<file path="src/rtl/shift_cmd_fifo.sv">
// shift_cmd_fifo: first-word-fall-through FIFO for shifter commands.
// Each entry holds {data word, shift amount, direction}. The head entry
// drives the shifter fields directly; those fields read as zero while empty.
// Optional feature: define SHIFT_CMD_FIFO_COUNT_EN to add output port
// 'count', which exposes the current occupancy.
// Reset is synchronous and active-low on port 'reset'.

module shift_cmd_fifo #(
    parameter int BIT_NUM       = 8,
    parameter int SHIFT_BIT_NUM = 3,
    parameter int DEPTH         = 4
) (
    input  logic                       clk,
    input  logic                       reset,
    input  logic                       in_valid,
    output logic                       in_ready,
    input  logic [BIT_NUM-1:0]         in_data,
    input  logic [SHIFT_BIT_NUM-1:0]   in_shift_bit_num,
    input  logic                       in_is_right_shift,
    output logic                       out_valid,
    input  logic                       out_ready,
    output logic [BIT_NUM-1:0]         data_in,
    output logic [SHIFT_BIT_NUM-1:0]   shift_bit_num,
    output logic                       is_right_shift,
`ifdef SHIFT_CMD_FIFO_COUNT_EN
    output logic [$clog2(DEPTH):0]     count,
`endif
    output logic                       full,
    output logic                       empty
);

    localparam int PTR_W   = $clog2(DEPTH);
    localparam int CNT_W   = PTR_W + 1;
    localparam int ENTRY_W = BIT_NUM + SHIFT_BIT_NUM + 1;

    localparam logic [PTR_W-1:0] PTR_ONE  = PTR_W'(1'b1);
    localparam logic [CNT_W-1:0] CNT_ONE  = CNT_W'(1'b1);
    localparam logic [CNT_W-1:0] CNT_FULL = CNT_W'(DEPTH);

    // Pointers are log2(DEPTH) bits and DEPTH is a power of two, so the
    // natural overflow of the add is exactly the DEPTH-1 -> 0 wrap.
    function automatic logic [PTR_W-1:0] ptr_next(input logic [PTR_W-1:0] p);
        return p + PTR_ONE;
    endfunction

    logic [ENTRY_W-1:0] r_mem [DEPTH];
    logic [PTR_W-1:0]   r_wr_ptr;
    logic [PTR_W-1:0]   r_rd_ptr;
    logic [CNT_W-1:0]   r_count;

    logic               w_full;
    logic               w_empty;
    logic               w_push;
    logic               w_pop;
    logic [ENTRY_W-1:0] w_entry;
    logic [ENTRY_W-1:0] w_head;

    // Status flags and handshakes, all derived from registered occupancy so
    // a same-cycle pop never opens the input of a full FIFO.
    always_comb begin
        w_full   = (r_count == CNT_FULL);
        w_empty  = (r_count == '0);
        w_push   = in_valid & ~w_full;
        w_pop    = out_ready & ~w_empty;
        w_entry  = {in_data, in_shift_bit_num, in_is_right_shift};
        w_head   = r_mem[r_rd_ptr];
    end

    // Entry storage: written on an accepted push outside reset; no reset
    // needed because stale contents are masked while empty.
    always_ff @(posedge clk) begin
        if (reset && w_push) begin
            r_mem[r_wr_ptr] <= w_entry;
        end
    end

    // Pointer and occupancy bookkeeping; a push on a reset edge is dropped.
    always_ff @(posedge clk) begin
        if (!reset) begin
            r_wr_ptr <= '0;
            r_rd_ptr <= '0;
            r_count  <= '0;
        end else begin
            if (w_push) begin
                r_wr_ptr <= ptr_next(r_wr_ptr);
            end
            if (w_pop) begin
                r_rd_ptr <= ptr_next(r_rd_ptr);
            end
            case ({w_push, w_pop})
                2'b10:   r_count <= r_count + CNT_ONE;
                2'b01:   r_count <= r_count - CNT_ONE;
                default: r_count <= r_count;
            endcase
        end
    end

    // Output fields: head entry when occupied, all zeros when empty.
    always_comb begin
        data_in        = '0;
        shift_bit_num  = '0;
        is_right_shift = 1'b0;
        if (!w_empty) begin
            data_in        = w_head[ENTRY_W-1 -: BIT_NUM];
            shift_bit_num  = w_head[SHIFT_BIT_NUM:1];
            is_right_shift = w_head[0];
        end else begin
            data_in        = '0;
            shift_bit_num  = '0;
            is_right_shift = 1'b0;
        end
    end

    // Handshake and status outputs.
    always_comb begin
        in_ready  = ~w_full;
        out_valid = ~w_empty;
        full      = w_full;
        empty     = w_empty;
    end

`ifdef SHIFT_CMD_FIFO_COUNT_EN
    // Occupancy exposed directly from the registered count.
    always_comb begin
        count = r_count;
    end
`else
`endif

endmodule

</file>
<file path="config.mk">
export PLATFORM = sky130hd
export DESIGN_NAME = shift_cmd_fifo
export DESIGN_NICKNAME = d
export VERILOG_FILES = /design/src/rtl/shift_cmd_fifo.sv
export SDC_FILE = /design/constraint.sdc
export NUM_CORES = 1
export LEC_CHECK = 0
export ABC_CLOCK_PERIOD_IN_PS = 3500
export CAP_MARGIN = 5
export CORE_MARGIN = 1
export CORE_UTILIZATION = 44
export DETAILED_ROUTE_END_ITERATION = 8
export PLACE_DENSITY = 0.75
export SYNTH_ARGS = -nofsm -noshare
export SYNTH_HDL_FRONTEND = slang
export SYNTH_SLANG_ARGS = --single-unit
</file>
<file path="constraint.sdc">
create_clock -name clk -period 3.5 [get_ports clk]
set_input_delay 0.7 -clock clk [delete_from_list [all_inputs] [get_ports clk]]
set_output_delay 0.7 -clock clk [all_outputs]
set_load 0.02 [all_outputs]
</file>
==> results.toml, run 1 <==
[drt]
drt_iter0_drc = 158
drt_wl_total_um = 4100
num_vias = 1229
drc_errors = 0
dr.pass1.iters = 4
via_per_inst = 5.02
ant_nets = 0
wl_per_cell_um = 16.7

[layout]
nets = 192
synthToLayoutAreaGrowth_pct = 24.6
drive_gt1_frac = 0.189
num-fill-cells = 399
n_antenna_cell = 0
fin_cells = 245
regArea_um2 = 1620
fin_util = 0.572
multi_input_area_um2 = 662

[sta]
finalHoldViolCount = 0
slew_headroom = 0.559
fmax_ghz = 0.318
timing.final.crit_share = 0.898
setup_ws_ps = 357
setup_tns_ps = 0
worst_pin_slew_ps = 659
rsz0062_at_grt = "no"
setup_viol = 0
clock-skew-final_ps = 5.63
fin_crit_ps = 3140
slew_viol_final = 0

[yosys]
netlist-cell-type-count = 27
ys_ff_latch = 57
yosysTopAreaCellShare = 0.614
avgSynthCellArea_um2 = 17.9
synth_cells = 131
ys_top_cells_by_count = "edfxtp_1, nor2b_1, mux4_2"
synthFlopType = "edfxtp_1"
netlist_area_um2 = 2350
async_reset_ff_frac = 0
netlist_top_cells_area = "edfxtp_1, mux4_2, dfxtp_1, nor2b_1, ha_1"
ys_seq_area_frac = 0.691
yosysWarningCount = 0
syn_nets = 153
synth-edff-count = 48
synth_most_common_cell = "edfxtp_1"
synth_area_leader_cell = "edfxtp_1"

[flow_run]
maxCapViolCount = 0

[place]
preCtsSetupSlack_ps = 601
globalplace.congestion = 0.714
placed_cells = 229
portBuffers = 31
hpwlAfterDp_um = 2740

[global_routing]
grt_antenna_before_repair = 0
grt_pass1_wl_um = 6400
track_usage = 0.173
grt_pass1_vias = 1308
grt_max_degree = 15
overflow = 0

[clock_tree]
cts_buffers = 9
root_buffer = "clkbuf_8"
cts_max_level = 3
cts_tree = "built"
post_cts_buffers = 0
clkLatencyLatePin_ps = 340
cts_resized = 0
clk_path_buf_depth = 2
cts.clk_slew.worst_paths_ps = 60
clkSinkCount = 57
postCtsHoldBufs = 0

[floorplan]
start_util = 0.459
ioPinCount = 32
dieWidth_um = 75.0
rows = 26
die_area_um2 = 5630
core_area_um2 = 5110
die_y_um = 75.0

[power]
p_leak_uw = 0.000992
ir_drop_mv = 0.412
powerDensity_nw_per_um2 = 778

[setup_path]
crit_chain = "buf_4 -> mux4_2 -> nor2b_1 -> clkdlybuf4s50_1"
cp_max_fo = 8
crit_required_ps = 2800
critPathSlowestCell = "dfxtp_1"
critPathArrivalTime_ps = 2440
end_kind = "primary output"
cpPeakStageDelay_ps = 630
cp-start-kind = "flop"
critPathKind = "flop to primary output"
reg2reg_setup_slack_ps = 1090

[min_path]
worstHoldPathType = "flop to flop"

[status]
status = "finished clean"
## metrics by stage
step / cell area [um2] / hold slack, ps / total power [uW]
2_1_floorplan: 2350 / 461 / 1380
3_3_place_gp: 2730 / 474 / 1670
3_5_place_dp: 2730 / 495 / 1710
4_1_cts: 2920 / 500 / 2310
5_1_grt: 2920 / 535 / 2390
6_report: 2920 / 501 / 2270
## layer usage
metal	GRT usage	share of wire	wire [um]
met5	0	0	0
met4	0.128	0.027	109
met3	0.0535	0.046	187
met2	0.294	0.53	2190
met1	0.180	0.39	1620
## where the power goes
group | internal, uW | switching (uW)
sequential | 800 | 63.7
clock | 345 | 251
combinational | 414 | 402
## worst paths after layout
check | from | end | cells after the start
worst min register to register | r_rd_ptr[0] | r_rd_ptr[0] | 2
worst max register to register | r_count[0] | r_count[2] | 11
worst min-delay path | r_rd_ptr[0] | r_rd_ptr[0] | 2
worst max-delay path | flop | shift_bit_num[0] | 4
## placed cells by master (no fill, tap or decap), types with 3 or more instances in the layout
| cell type | count |
|---|---|
| nand2_1 | 7 |
| edfxtp_1 | 48 |
| nor2b_1 | 11 |
| nor2b_4 | 3 |
| clkdlybuf4s50_1 | 31 |
| clkbuf_8 | 10 |
| ha_1 | 5 |
| o21ai_0 | 3 |
| mux4_2 | 10 |
| and3_1 | 4 |
| inv_1 | 7 |
| dfxtp_1 | 9 |
## worst max-delay path, delay by kind of cell, from the launching register on
| kind | cells | cell delay [ps] |
|---|---|---|
| buf+inv | 2 | 830 |
| flops | 1 | 630 |
| mux | 1 | 500 |
| simple gates | 1 | 140 |
## final cells by class
| cell class | instances | area share |
|---|---|---|
| Tap cell | 70 | 0.0300 |
| Clock inverter | 5 | 0.0188 |
| Timing Repair Buffer | 33 | 0.111 |
| Multi-Input combinational cell | 61 | 0.226 |
| Inverter | 8 | 0.0103 |
| Sequential cell | 57 | 0.555 |
| Clock buffer | 11 | 0.0484 |
## sequential cells by signal (all words and copies together), names as in the netlist, named ones only
| register | cells |
|---|---|
| r_rd_ptr | 2 |
| r_count | 3 |
| r_mem | 48 |
| r_wr_ptr | 2 |
## cells by family after synthesis
| group | Yosys count | share of synthesized area |
|---|---|---|
| adder cells (fa/ha/maj) | 6 | 0.0352 |
| AO/OA/AOI/OAI | 7 | 0.0171 |
| buffers and inverters | 13 | 0.0267 |
| XOR/XNOR | 2 | 0.00747 |
| AND/OR/NAND/NOR | 32 | 0.0955 |
| multiplexers | 14 | 0.127 |
| flip-flops | 57 | 0.691 |
Power figures use the tool's default switching activity.
==> run 2: changes to the inputs <==
--- a/config.mk
+++ b/config.mk
@@ -10,7 +10,7 @@
 export CORE_MARGIN = 1
 export CORE_UTILIZATION = 44
 export DETAILED_ROUTE_END_ITERATION = 8
-export PLACE_DENSITY = 0.75
+export PLACE_DENSITY = 0.66
 export SYNTH_ARGS = -nofsm -noshare
 export SYNTH_HDL_FRONTEND = slang
 export SYNTH_SLANG_ARGS = --single-unit
==> results.toml, run 2 (synthesis gave the netlist of run 1 again) <==
[floorplan]
ioPinCount = 32
die_area_um2 = 5630
start_util = 0.459
rows = 26
die_y_um = 75.0
dieWidth_um = 75.0
core_area_um2 = 5110

[drt]
wl_per_cell_um = 15.9
via_per_inst = 4.93
dr.pass1.iters = 4
drc_errors = 0
ant_nets = 0
drt_wl_total_um = 3910
num_vias = 1209
drt_iter0_drc = 98

[global_routing]
grtUsageMet2 = 0.276
track_usage = 0.168
met3_usage = 0.0428
met1_usage = 0.189
grt_pass1_wl_um = 6280
overflow = 0
grt_max_degree = 15
grt_antenna_before_repair = 0
grt_pass1_vias = 1256
busiest_layer = "met2"

[sta]
rsz0062_at_grt = "no"
worst_pin_slew_ps = 670
fin_crit_ps = 2850
fmax_ghz = 0.351
timing.final.crit_share = 0.815
setup_tns_ps = 0
setup_viol = 0
slew_headroom = 0.553
finalHoldViolCount = 0
setup_ws_ps = 648
clock-skew-final_ps = 9.92
slew_viol_final = 0

[clock_tree]
clk_path_buf_depth = 2
postCtsHoldBufs = 0
cts_tree = "built"
post_cts_buffers = 0
clkSinkCount = 57
root_buffer = "clkbuf_8"
cts_buffers = 9
clkLatencyLatePin_ps = 330
cts_resized = 0
cts.clk_slew.worst_paths_ps = 60
cts_max_level = 3

[layout]
nets = 192
synthToLayoutAreaGrowth_pct = 23.1
fin_util = 0.565
mostFrequentLayoutCells = "edfxtp_1, clkdlybuf4s50_1, nor2b_1, mux4_2, clkbuf_8"
drive_gt1_frac = 0.166
design_area_um2 = 2890
final_common_cell = "edfxtp_1"
largest_register_ffs = 48
top_regs = "r_mem x48, r_count x3"
regMostFlops = "r_mem"
num-fill-cells = 425
n_antenna_cell = 0

[setup_path]
crit_required_ps = 2800
cp_max_fo = 12
critPathKind = "flop to primary output"
critPathArrivalTime_ps = 2150
cp-start-kind = "flop"
r2r-start = "r_count[2]"
end_kind = "primary output"

[place]
hpwlAfterDp_um = 2540
dpl_cell_area_um2 = 2730
preCtsSetupSlack_ps = 696
portBuffers = 31
globalplace.congestion = 0.694

[status]
status = "finished clean"

[power]
powerDensity_nw_per_um2 = 756
ir_drop_mv = 0.382
p_leak_uw = 0.000978

[min_path]
worstHoldPathType = "flop to flop"
worstHoldStart = "r_rd_ptr[0]"

[flow_run]
maxCapViolCount = 0
[run 2: cell count changes in the layout (fill, tap and decap cells not counted)]
cell	delta
bufinv_16	-1
clkbuf_1	+4
clkinv_2	-1
clkinvlp_4	-2
[run 2: critical path, cell delays in order, from the launching register on]
cell	delay, ps
dfxtp_1	310
buf_4	250
mux4_1	570
nor2b_1	150
clkdlybuf4s50_1	530
[run 2: cell type report]
| cell class | count | area [um2] | area share |
|---|---|---|---|
| inverters | 8 | 30.0 | 0.0104 |
| flip-flops and latches | 57 | 1620 | 0.562 |
| multi-input cells | 61 | 662 | 0.229 |
| repair buffers | 33 | 325 | 0.113 |
| clock buffers | 15 | 156 | 0.0542 |
| clock inverters | 1 | 5.00 | 0.00173 |
| well taps | 70 | 87.6 | 0.0303 |
[run 2: metrics by stage]
stage | hold WS (ps) | instances | power [uW]
after floorplan | 461 | 131 | 1380
after global placement | 473 | 229 | 1680
after detailed placement | 480 | 229 | 1700
after CTS | 490 | 245 | 2210
after global routing | 522 | 245 | 2310
final | 490 | 245 | 2180
[run 2: per-layer routing]
| layer | wire length, um | share of wire |
|---|---|---|
| met5 | 0 | 0 |
| met4 | 123 | 0.031 |
| met3 | 205 | 0.052 |
| met2 | 1970 | 0.50 |
| met1 | 1610 | 0.41 |
[run 2: path summary, 6_finish.rpt]
check / end / slack, ps / cells past startpoint
setup / recovery: data_in[7] / 650 / 4
hold / removal: r_rd_ptr[0] / 490 / 2
setup reg to reg: r_count[2] / 1170 / 9
hold reg to reg: r_rd_ptr[0] / 490 / 2
[run 2: report_power, final]
part	switching, uW	total [uW]	internal, uW
logic	418	831	413
clock network	233	509	276
registers	44.0	844	800
==> run 3: changes to the inputs <==
--- a/config.mk
+++ b/config.mk
@@ -5,12 +5,12 @@
 export SDC_FILE = /design/constraint.sdc
 export NUM_CORES = 1
 export LEC_CHECK = 0
-export ABC_CLOCK_PERIOD_IN_PS = 3500
+export ABC_CLOCK_PERIOD_IN_PS = 2500
 export CAP_MARGIN = 5
 export CORE_MARGIN = 1
 export CORE_UTILIZATION = 44
 export DETAILED_ROUTE_END_ITERATION = 8
-export PLACE_DENSITY = 0.66
+export PLACE_DENSITY = 0.69
 export SYNTH_ARGS = -nofsm -noshare
 export SYNTH_HDL_FRONTEND = slang
 export SYNTH_SLANG_ARGS = --single-unit
==> constraint.sdc (replaced) <==
create_clock -name clk -period 2.5 [get_ports clk]
set_input_delay 0.5 -clock clk [delete_from_list [all_inputs] [get_ports clk]]
set_output_delay 0.5 -clock clk [all_outputs]
set_load 0.02 [all_outputs]
==> results.toml, run 3 (synthesis gave the netlist of run 1 again) <==
[layout]
nets = 201
synthToLayoutAreaGrowth_pct = 27.0
n_antenna_cell = 0
final_common_cell = "edfxtp_1"
drive_gt1_frac = 0.219
top_regs = "r_mem x48, r_count x3"
largest_register_ffs = 48
regMostFlops = "r_mem"
mostFrequentLayoutCells = "edfxtp_1, clkdlybuf4s50_1, dlygate4sd2_1, nor2b_1, buf_4"
fin_cells = 253

[min_path]
min_to = "r_wr_ptr[1]"
worstHoldPathCells = 2
worstHoldStart = "r_wr_ptr[1]"
worstHoldPathType = "flop to flop"

[sta]
slew_viol_final = 0
fmax_ghz = 0.429
setup_viol = 0
worst_pin_slew_ps = 399
finalHoldViolCount = 0
slew_headroom = 0.733
clock-skew-final_ps = 8.87
rsz0062_at_grt = "no"
timing.final.crit_share = 0.932
fin_crit_ps = 2330
setup_tns_ps = 0
whs_ps = 509

[power]
powerDensity_nw_per_um2 = 1060
p_int_uw = 2210
seqPwrFrac = 0.373
combinationalPowerShare = 0.354
p_sw_frac = 0.303
pwr-share-clk = 0.273
ir_drop_mv = 0.407
p_leak_uw = 0.00109
p_switching_uw = 961

[drt]
via_per_inst = 4.97
drt_iter0_drc = 53
num_vias = 1258
dr.pass1.iters = 4
wl_met2_um = 2000
drc_errors = 0
wl_per_cell_um = 15.3
ant_nets = 0
wl_met1_um = 1680
drt_wl_total_um = 3870
top_layer = "met4"
met3_length_um = 174

[floorplan]
core_area_um2 = 5110
die_y_um = 75.0
start_util = 0.459
dieWidth_um = 75.0
rows = 26
die_area_um2 = 5630
ioPinCount = 32

[setup_path]
critPathArrivalTime_ps = 1830
cp-start-kind = "flop"
crit_required_ps = 2000
reg2reg_setup_slack_ps = 450
critPathKind = "flop to primary output"
r2r-start = "r_count[0]"
cp_max_fo = 5
r2r_end = "r_count[2]"
r2r_cells = 11
end_kind = "primary output"

[clock_tree]
clkLatencyLatePin_ps = 320
cts_max_level = 3
cts_tree = "built"
cts_buffers = 9
clkSinkCount = 57
clk_path_buf_depth = 2
root_buffer = "clkbuf_8"
postCtsHoldBufs = 0
cts.clk_slew.worst_paths_ps = 60

[place]
placed_cells = 238
hpwlAfterDp_um = 2670
portBuffers = 31
globalplace.congestion = 0.658

[status]
status = "finished clean"

[global_routing]
grt_antenna_before_repair = 0
grt_max_degree = 18
overflow = 0
track_usage = 0.161
grt_pass1_vias = 1317
grt_pass1_wl_um = 6160

[flow_run]
maxCapViolCount = 0
run 3: layout make-up:
class | count | area, um2
clock buffer | 11 | 131
sequential | 57 | 1620
multi-input combinational | 61 | 662
clock inverter | 4 | 68.8
timing repair buffer | 42 | 378
inverter | 8 | 30.0
tap | 70 | 87.6
fill | 397 | 2130
run 3: power by group through the flow:
| stage | sequential (uW) | clock, uW | combinational (uW) |
|---|---|---|---|
| floorplan | 1180 | 0 | 752 |
| global placement | 1190 | 0 | 1200 |
| detailed placement | 1200 | 0 | 1230 |
| CTS | 1180 | 884 | 1150 |
| global route | 1190 | 929 | 1230 |
| finish | 1180 | 866 | 1120 |
run 3: critical path, cell delays in order (launching register included):
cell and delay (ps):
dfxtp_2 370, buf_4 180, mux4_2 490, nor2b_1 140, dlygate4sd2_1 320
run 3: per-stage QoR:
| step | area [um2] | worst slack [ps] | total power [uW] | utilization |
|---|---|---|---|---|
| 2_1_floorplan | 2350 | 261 | 1940 | - |
| 5_1_grt | 2980 | 65.8 | 3350 | 0.584 |
| 4_1_cts | 2980 | 54.2 | 3210 | 0.583 |
| 3_5_place_dp | 2790 | -61.9 | 2430 | 0.547 |
| 3_3_place_gp | 2790 | 81.1 | 2390 | 0.547 |
| 6_report | 2980 | 170 | 3170 | 0.584 |
run 3: layer usage:
metal  GRT usage  vias to the layer above
met5           0                        -
met4      0.0629                        0
met3      0.0643                        4
met1       0.184                      634
li1            -                      592
met2       0.272                       28
run 3: timing repair:
action                                  in CTS  in global routing
gates resized for setup                     12                  1
buffers inserted                             0                  0
endpoints found under the setup margin      12                  1
run 3: how the worst max path moves through the flow:
| stage | from | to | slack [ps] | cells past startpoint |
|---|---|---|---|---|
| 6_report | flop | shift_bit_num[0] | 170 | 4 |
| 5_1_grt | flop | shift_bit_num[0] | 70 | 4 |
| 4_1_cts | flop | shift_bit_num[0] | 50 | 4 |
| 3_5_place_dp | out_ready | r_count[2] | -60 | 8 |
| 3_3_place_gp | out_ready | r_count[2] | 80 | 8 |
| 2_1_floorplan | r_count[0] | r_count[2] | 260 | 12 |
